`config.mk`:
```
export PLATFORM = sky130hd
export DESIGN_NAME = z80_block_xfer
export DESIGN_NICKNAME = d
export VERILOG_FILES = /design/src/rtl/z80_block_pkg.sv /design/src/rtl/z80_block_addr_step.sv /design/src/rtl/z80_block_xfer.sv
export SDC_FILE = /design/constraint.sdc
export NUM_CORES = 1
export LEC_CHECK = 0
export ABC_AREA = 1
export BUFFER_PORTS_ARGS = -buffer_cell sky130_fd_sc_hd__buf_4
export CAP_MARGIN = 20
export CORE_ASPECT_RATIO = 1.75
export CORE_MARGIN = 3
export CORE_UTILIZATION = 56
export DETAILED_ROUTE_END_ITERATION = 6
export PLACE_DENSITY_LB_ADDON = 0.05
export SYNTH_ARGS = -nofsm -noshare
export SYNTH_HDL_FRONTEND = slang
export SYNTH_HIERARCHICAL = 1
export SYNTH_SLANG_ARGS = --single-unit
```
`constraint.sdc`:
```
create_clock -name clk -period 5.9 [get_ports clk]
set_input_delay 1.475 -clock clk [delete_from_list [all_inputs] [get_ports clk]]
set_output_delay 1.475 -clock clk [all_outputs]
set_load 0.02 [all_outputs]
```
`src/rtl/z80_block_pkg.sv`:
```
// Shared definitions for the Z80 block-transfer (LDI/LDD/LDIR/LDDR) engine.
package z80_block_pkg;

    typedef enum logic [2:0] {
        ST_IDLE,
        ST_READ,
        ST_WRITE,
        ST_UPDATE,
        ST_FINISH
    } xfer_state_t;

    // F register bit positions touched by the block-transfer instructions
    localparam int FLAG_N  = 1;
    localparam int FLAG_PV = 2;
    localparam int FLAG_H  = 4;

    localparam logic MODE_INC  = 1'b0;
    localparam logic MODE_DEC  = 1'b1;
    localparam logic MODE_ONCE = 1'b0;
    localparam logic MODE_RPT  = 1'b1;

endpackage

```
`src/rtl/z80_block_addr_step.sv`:
```
// Modular +/-1 stepper for the HL and DE pointers; wraps silently at either end.
module z80_block_addr_step #(
    parameter int W = 16
) (
    input  logic [W-1:0] value,
    input  logic         dec,
    output logic [W-1:0] result
);

    always_comb begin
        if (dec) result = value - W'(1);
        else     result = value + W'(1);
    end

endmodule

```
`src/rtl/z80_block_xfer.sv`:
```
// Z80 block-transfer engine: one byte per READ/WRITE/UPDATE pass, optional repeat.
//
// state     | meaning
// ST_IDLE   | waiting for start, inputs latched on start
// ST_READ   | read request at HL until mem_rd_ack
// ST_WRITE  | write captured byte to DE until mem_wr_ack
// ST_UPDATE | step HL/DE/BC, update flags, decide repeat or finish
// ST_FINISH | one-cycle done pulse
module z80_block_xfer
    import z80_block_pkg::*;
#(
    parameter int ADDR_W = 16,
    parameter int CNT_W  = 16
) (
    input  logic              clk,
    input  logic              reset,
    input  logic              start,
    input  logic              mode_dec,
    input  logic              mode_rpt,
    input  logic [ADDR_W-1:0] hl_in,
    input  logic [ADDR_W-1:0] de_in,
    input  logic [CNT_W-1:0]  bc_in,
    input  logic [7:0]        f_in,
    input  logic              irq_pending,
    output logic              mem_rd_req,
    output logic [ADDR_W-1:0] mem_rd_addr,
    input  logic              mem_rd_ack,
    input  logic [7:0]        mem_rd_data,
    output logic              mem_wr_req,
    output logic [ADDR_W-1:0] mem_wr_addr,
    output logic [7:0]        mem_wr_data,
    input  logic              mem_wr_ack,
    output logic              busy,
    output logic              done,
    output logic [ADDR_W-1:0] hl_out,
    output logic [ADDR_W-1:0] de_out,
    output logic [CNT_W-1:0]  bc_out,
    output logic [7:0]        f_out,
    output logic              interrupted
);

    xfer_state_t       state_q, state_d;
    logic [ADDR_W-1:0] hl_q, de_q;
    logic [ADDR_W-1:0] hl_step, de_step;
    logic [CNT_W-1:0]  bc_q, bc_step;
    logic [7:0]        f_q;
    logic [7:0]        data_q;
    logic              dec_q, rpt_q, intr_q;
    logic              bc_nz;
    logic              step_dec;

    assign step_dec = (dec_q == MODE_DEC);
    assign bc_step  = bc_q - CNT_W'(1);
    assign bc_nz    = (bc_step != '0);

    z80_block_addr_step #(.W(ADDR_W)) u_hl_step (
        .value  (hl_q),
        .dec    (step_dec),
        .result (hl_step)
    );

    z80_block_addr_step #(.W(ADDR_W)) u_de_step (
        .value  (de_q),
        .dec    (step_dec),
        .result (de_step)
    );

    always_comb begin
        state_d = state_q;
        case (state_q)
            ST_IDLE:   if (start)      state_d = ST_READ;
            ST_READ:   if (mem_rd_ack) state_d = ST_WRITE;
            ST_WRITE:  if (mem_wr_ack) state_d = ST_UPDATE;
            ST_UPDATE: begin
                if ((rpt_q == MODE_RPT) && bc_nz && !irq_pending) state_d = ST_READ;
                else                                             state_d = ST_FINISH;
            end
            ST_FINISH: state_d = ST_IDLE;
            default:   state_d = ST_IDLE;
        endcase
    end

    always_ff @(posedge clk) begin
        if (reset) begin
            state_q <= ST_IDLE;
            hl_q    <= '0;
            de_q    <= '0;
            bc_q    <= '0;
            f_q     <= '0;
            data_q  <= '0;
            dec_q   <= MODE_INC;
            rpt_q   <= MODE_ONCE;
            intr_q  <= 1'b0;
        end else begin
            state_q <= state_d;
            case (state_q)
                ST_IDLE: begin
                    if (start) begin
                        hl_q   <= hl_in;
                        de_q   <= de_in;
                        bc_q   <= bc_in;
                        f_q    <= f_in;
                        dec_q  <= mode_dec;
                        rpt_q  <= mode_rpt;
                        intr_q <= 1'b0;
                    end
                end
                ST_READ: begin
                    if (mem_rd_ack) data_q <= mem_rd_data;
                end
                ST_UPDATE: begin
                    hl_q        <= hl_step;
                    de_q        <= de_step;
                    bc_q        <= bc_step;
                    f_q[FLAG_H] <= 1'b0;
                    f_q[FLAG_N] <= 1'b0;
                    f_q[FLAG_PV] <= bc_nz;
                    intr_q      <= (rpt_q == MODE_RPT) & bc_nz & irq_pending;
                end
                default: ;
            endcase
        end
    end

    assign mem_rd_req  = (state_q == ST_READ);
    assign mem_wr_req  = (state_q == ST_WRITE);
    assign mem_rd_addr = hl_q;
    assign mem_wr_addr = de_q;
    assign mem_wr_data = data_q;
    assign busy        = (state_q != ST_IDLE);
    assign done        = (state_q == ST_FINISH);
    assign hl_out      = hl_q;
    assign de_out      = de_q;
    assign bc_out      = bc_q;
    assign f_out       = f_q;
    assign interrupted = intr_q;

endmodule

```
# == Yosys cells after proc, flatten, opt, wreduce, memory -nomap -nowiden ==
# Cells that the tools add are included.
# totals
reg_bits,70
inputBits,72
output_inout_bits,101
elab_cells,53
# classes
n_addsub,5
n_eq_ne,7
muxes,18
bitwise,2
reduce_logical,11
# op_table
op,count
16-bit case mux with 2 select lines,3
16-bit two-way mux,5
"16-bit by 1-bit subtractor with 16-bit output, second input constant",3
"16-bit by 1-bit adder with 16-bit output, second input constant",2
16-bit nonzero test,1
3-bit two-way mux,4
3-bit case mux with 4 select lines,1
"3-bit by 2-bit equality test with 1-bit output, second input constant",2
2-bit AND reduction,3
5-bit two-way mux,1
"2-bit by 1-bit != test with 1-bit output, second input constant",2
1-bit case mux with 2 select lines,2
2-bit case mux with 2 select lines,1
"3-bit by 1-bit equality test with 1-bit output, second input constant",1
"3-bit equality test, second input constant",1
3-bit logical NOT,1
3-bit AND reduction,1
3-bit nonzero test,1
1-bit AND,2
1-bit logical AND,2
"2-bit != test, second input constant",1
2-bit nonzero test,1
1-bit logical NOT,1
1-bit two-way mux,1

# == Depth between registers and ports, before layout ==
# depth
word_depth,6
mapped_depth,16
depth_no_buf,16

# == Cells and area by module ==
# Netlist, hierarchy kept.
# by_module_without_submodules
module,n_inst,cells_per_inst,area_per_inst_um2,seq_area_each_um2
z80_block_xfer,1,513,3583.4,1401.3
z80_block_addr_step,2,176,922.1,0.0

# == Least setup slack after synthesis ==
# OpenSTA, ideal clock, no wires.
# synth_timing
path_kind,register -> output
start,register state_q[1]
end,output port mem_wr_req
arrival_ns,0.946
t_required_ns,4.425
path_slack_ns,3.479
path_stages_with_launch,3
cell_sequence,dfxtp_1 -> inv_1 -> nor3_1
# synth_via
elab_chain_len,1
# synth_rtl
element,line_no,rtl
from (decl),z80_block_xfer.sv:42,"xfer_state_t state_q, state_d;"
from (signal assigned),z80_block_xfer.sv:95,state_q <= state_d;
3-bit by 2-bit equality test with 1-bit output,z80_block_xfer.sv:126,assign mem_wr_req = (state_q == ST_WRITE);
to (decl),z80_block_xfer.sv:29,"output logic mem_wr_req,"
# No other way between the ends.

# == Final worst setup path ==
# layout_timing
start,input port start
end,register bc_q[9] (netlist: bc_out[9])
# layout_via
elab_chain_len,2
# layout_rtl
element,line_no,rtl
from (decl),z80_block_xfer.sv:17,"input logic start,"
2-bit != test (no line),-,
2-bit AND reduction (no line),-,
to (signal assigned),z80_block_xfer.sv:101,bc_q <= bc_in;
to (signal assigned),z80_block_xfer.sv:114,bc_q <= bc_step;
to (decl),z80_block_xfer.sv:45,"logic [CNT_W-1:0] bc_q, bc_step;"
# No other way between the ends.
# A chain may end at the register's enable or synchronous reset.

==> flow_metrics.env <==
export IMPL_grt_setup_unrepaired="no"
export IMPL_min_period_over_period_pct=52.1
export IMPL_maxSlewViolCount=0
export IMPL_cts_root_buffer="clkbuf_16"
export IMPL_rows=46
export IMPL_dr_pass1_iters=5
export IMPL_place_area_mm2=0.00656
export IMPL_required_ps=6120
export IMPL_status="completed"
export IMPL_setup_viol=0
export IMPL_maxCapViolations=0
export IMPL_crit_type="in2reg"
export IMPL_hold_viol=0
export IMPL_syn_nets=969
export IMPL_multi_input_area_mm2=0.00326
export IMPL_holdBufCountCts=0
export IMPL_hold_class="reg2reg"
export IMPL_synth_top_area_share_pct=25.8
export IMPL_synth_cells=865
export IMPL_yosysSeqAreaShare_pct=25.8
export IMPL_htree_levels=3
export IMPL_fin_nets=1099
export IMPL_design_area_mm2=0.00691
export IMPL_grt_pass1_vias=5623
export IMPL_netlist_area_mm2=0.00543
export IMPL_ir_drop_mv=0.248
export IMPL_setup_tns_ps=0
export IMPL_cts_setup_buffers=0
export IMPL_drive_above_1_share_pct=24.9
export IMPL_worstPathArrival_ps=3300
export IMPL_port_buffers=172
export IMPL_track_usage_pct=28.1
export IMPL_worstMarginPinSlew_ps=724
export IMPL_end_kind="flop"
export IMPL_post_drt_via_cell_ratio=5.26
export IMPL_ys_ff_latch=70
export IMPL_maxUsedRoutingLayer="met4"
export IMPL_core_mm2=0.00927
export IMPL_dp_hpwl_um=11200
export IMPL_cp_slowest_cell="buf_4"
export IMPL_slowest_delay_ps=470
export IMPL_clock_fmax_mhz=325
export IMPL_clock_skew_ps=9.02
export IMPL_clk_pin_slew_ps=60
export IMPL_clk_latency_ps=340
export IMPL_p_per_area_mw_per_mm2=382
export IMPL_cp_common_cell="buf_4"
export IMPL_vias=5890
export IMPL_dr_wl_met3_um=964
export IMPL_worst_path_max_fanout=53
export IMPL_avgSynthCellArea_um2=6.27
export IMPL_cp_cell_sequence="buf_4, inv_1, nor2_2, buf_4, inv_2, nand2_2, buf_4, nor2_1, a221oi_1, nor2_1"
export IMPL_dr_wl_met2_um=7980
export IMPL_cp_top_family="buffers and inverters"
export IMPL_diodes=0
export IMPL_regArea_mm2=0.00140
export IMPL_relSlewSlack_pct=51.7
export IMPL_wirelength_um=15200
export IMPL_fillers=819
export IMPL_gp_congestion=0.898
export IMPL_clock_sinks=70
export IMPL_p_leak_uw=0.00373
export IMPL_area_growth_pct=27.3
export IMPL_grt_pass1_wl_um=24800
export IMPL_clock_path_buffers=2
export IMPL_dieArea_mm2=0.0110
export IMPL_yosys_top_cells_area="dfxtp_1 (26%), nand2_1 (19%), inv_1 (7.1%), ha_1 (6.9%), nor2_1 (5.8%)"
export IMPL_wl_met1_um=5830
export IMPL_ys_warn_count=6
export IMPL_start_util_pct=58.6
export IMPL_fin_crit_ps=3070
export IMPL_layout_commonest_cell="nand2_1"
export IMPL_grt_max_degree=54
export IMPL_die_height_um=136
export IMPL_die_width_um=80.4
export IMPL_drc=0
export IMPL_worst_path_buf_inv=5
export IMPL_wl_per_cell_um=13.6
export IMPL_ant_nets=0
export IMPL_cts_buffers=9
export IMPL_cts_tree="built"
export IMPL_antenna_found_initial=0
export IMPL_drtIter0Drc=312
export IMPL_synth_distinct_cells=36
export IMPL_crit_path_start_kind="primary input"
export IMPL_most_common_layout_cells="nand2_1 (273), buf_4 (178), inv_1 (103), nor2_1 (84), dfxtp_1 (70)"
export IMPL_grt_overflow=0
export IMPL_yosysTopAreaCell="dfxtp_1"
export IMPL_post_cts_resized=0
export IMPL_ios=173
metal layers:
| metal | GRT usage [%] | up-vias |
|---|---|---|
| li1 | - | 2990 |
| met1 | 30.6 | 2680 |
| met2 | 51.3 | 190 |
| met3 | 5.64 | 30 |
| met4 | 12.1 | 0 |
| met5 | 0 | - |
synth_stat cells:
cell type,instances
buf_2,8
a211oi_1,2
nor3_2,6
nand4_1,4
nand2_1,273
or2_1,4
nor2_2,7
and2_4,2
and2_1,1
dfxtp_1,70
inv_2,7
a31oi_1,40
fa_1,2
o21ai_0,52
buf_4,32
xnor2_1,5
buf_1,1
o221ai_1,1
a211oi_2,1
a22oi_1,1
xor2_1,14
nand3b_1,4
nor2_4,3
clkbuf_1,18
a21oi_1,20
nand3_4,1
a221oi_1,6
nor3_1,2
nor2_1,84
a21oi_2,3
nand3_1,29
nand2_2,22
ha_1,30
inv_1,103
o21ai_1,3
nand3_2,4
final timing paths:
path	from	endpoint	slack, ps	cells after the start
max	start	bc_out[9]	2830	10
min	f_out[4]	f_out[4]	450	2
max reg2reg	state_q[0]	de_out[12]	3440	8
min reg2reg	f_out[4]	f_out[4]	450	2
worst reg2reg max path: stages, from the launching register on:
cell and delay, ps:
dfxtp_1 380, inv_1 80, nor2_1 160, nand2_1 90, buf_4 290, inv_1 610
buf_4 440, nand2_1 140, a31oi_1 190
report_power, final:
| group | leakage (µW) | switching, µW | internal [µW] |
|---|---|---|---|
| clock | 0.000166 | 218 | 426 |
| combinational | 0.00299 | 819 | 506 |
| sequential | 0.000578 | 106 | 568 |
| total | 0.00373 | 1140 | 1500 |
kinds of logic (layout without fill, tap and decap cells):
group	count (synthesis)	count (layout)	synth area share, %
adder cells (fa/ha/maj)	32	32	7.65
flip-flops	70	70	25.8
AND/OR/NAND/NOR	446	446	35.6
buffers and inverters	169	304	14.1
XOR/XNOR	19	19	3.07
AO/OA/AOI/OAI	129	129	13.8
flip-flops by register name, indices dropped and copies added (netlist names):
register,count
f_out,8
dec_q,1
de_out,16
rpt_q,1
mem_wr_data,8
hl_out,16
bc_out,16
state_q,3
interrupted,1
stage by stage:
| step | power [µW] | setup slack, ps | hold slack (ps) | util [%] | cells |
|---|---|---|---|---|---|
| final | 2640 | 2830 | 453 | 74.6 | 1120 |
| after global routing | 2830 | 2600 | 491 | 74.6 | 1120 |
| after CTS | 2650 | 2840 | 456 | 74.6 | 1120 |
| after detailed placement | 2000 | 2490 | 447 | 70.8 | 1104 |
| after global placement | 1970 | 2610 | 438 | 70.8 | 1104 |
| after floorplan | 1630 | 3480 | 445 | - | 865 |
layout make-up:
type | count | area share [%]
well taps | 120 | 2.17
multi-input cells | 626 | 47.2
clock buffers | 11 | 3.51
clock inverters | 5 | 1.54
repair buffers | 178 | 19.3
inverters | 110 | 5.97
flip-flops and latches | 70 | 20.3
No activity file was read; power rests on OpenSTA's default activity.
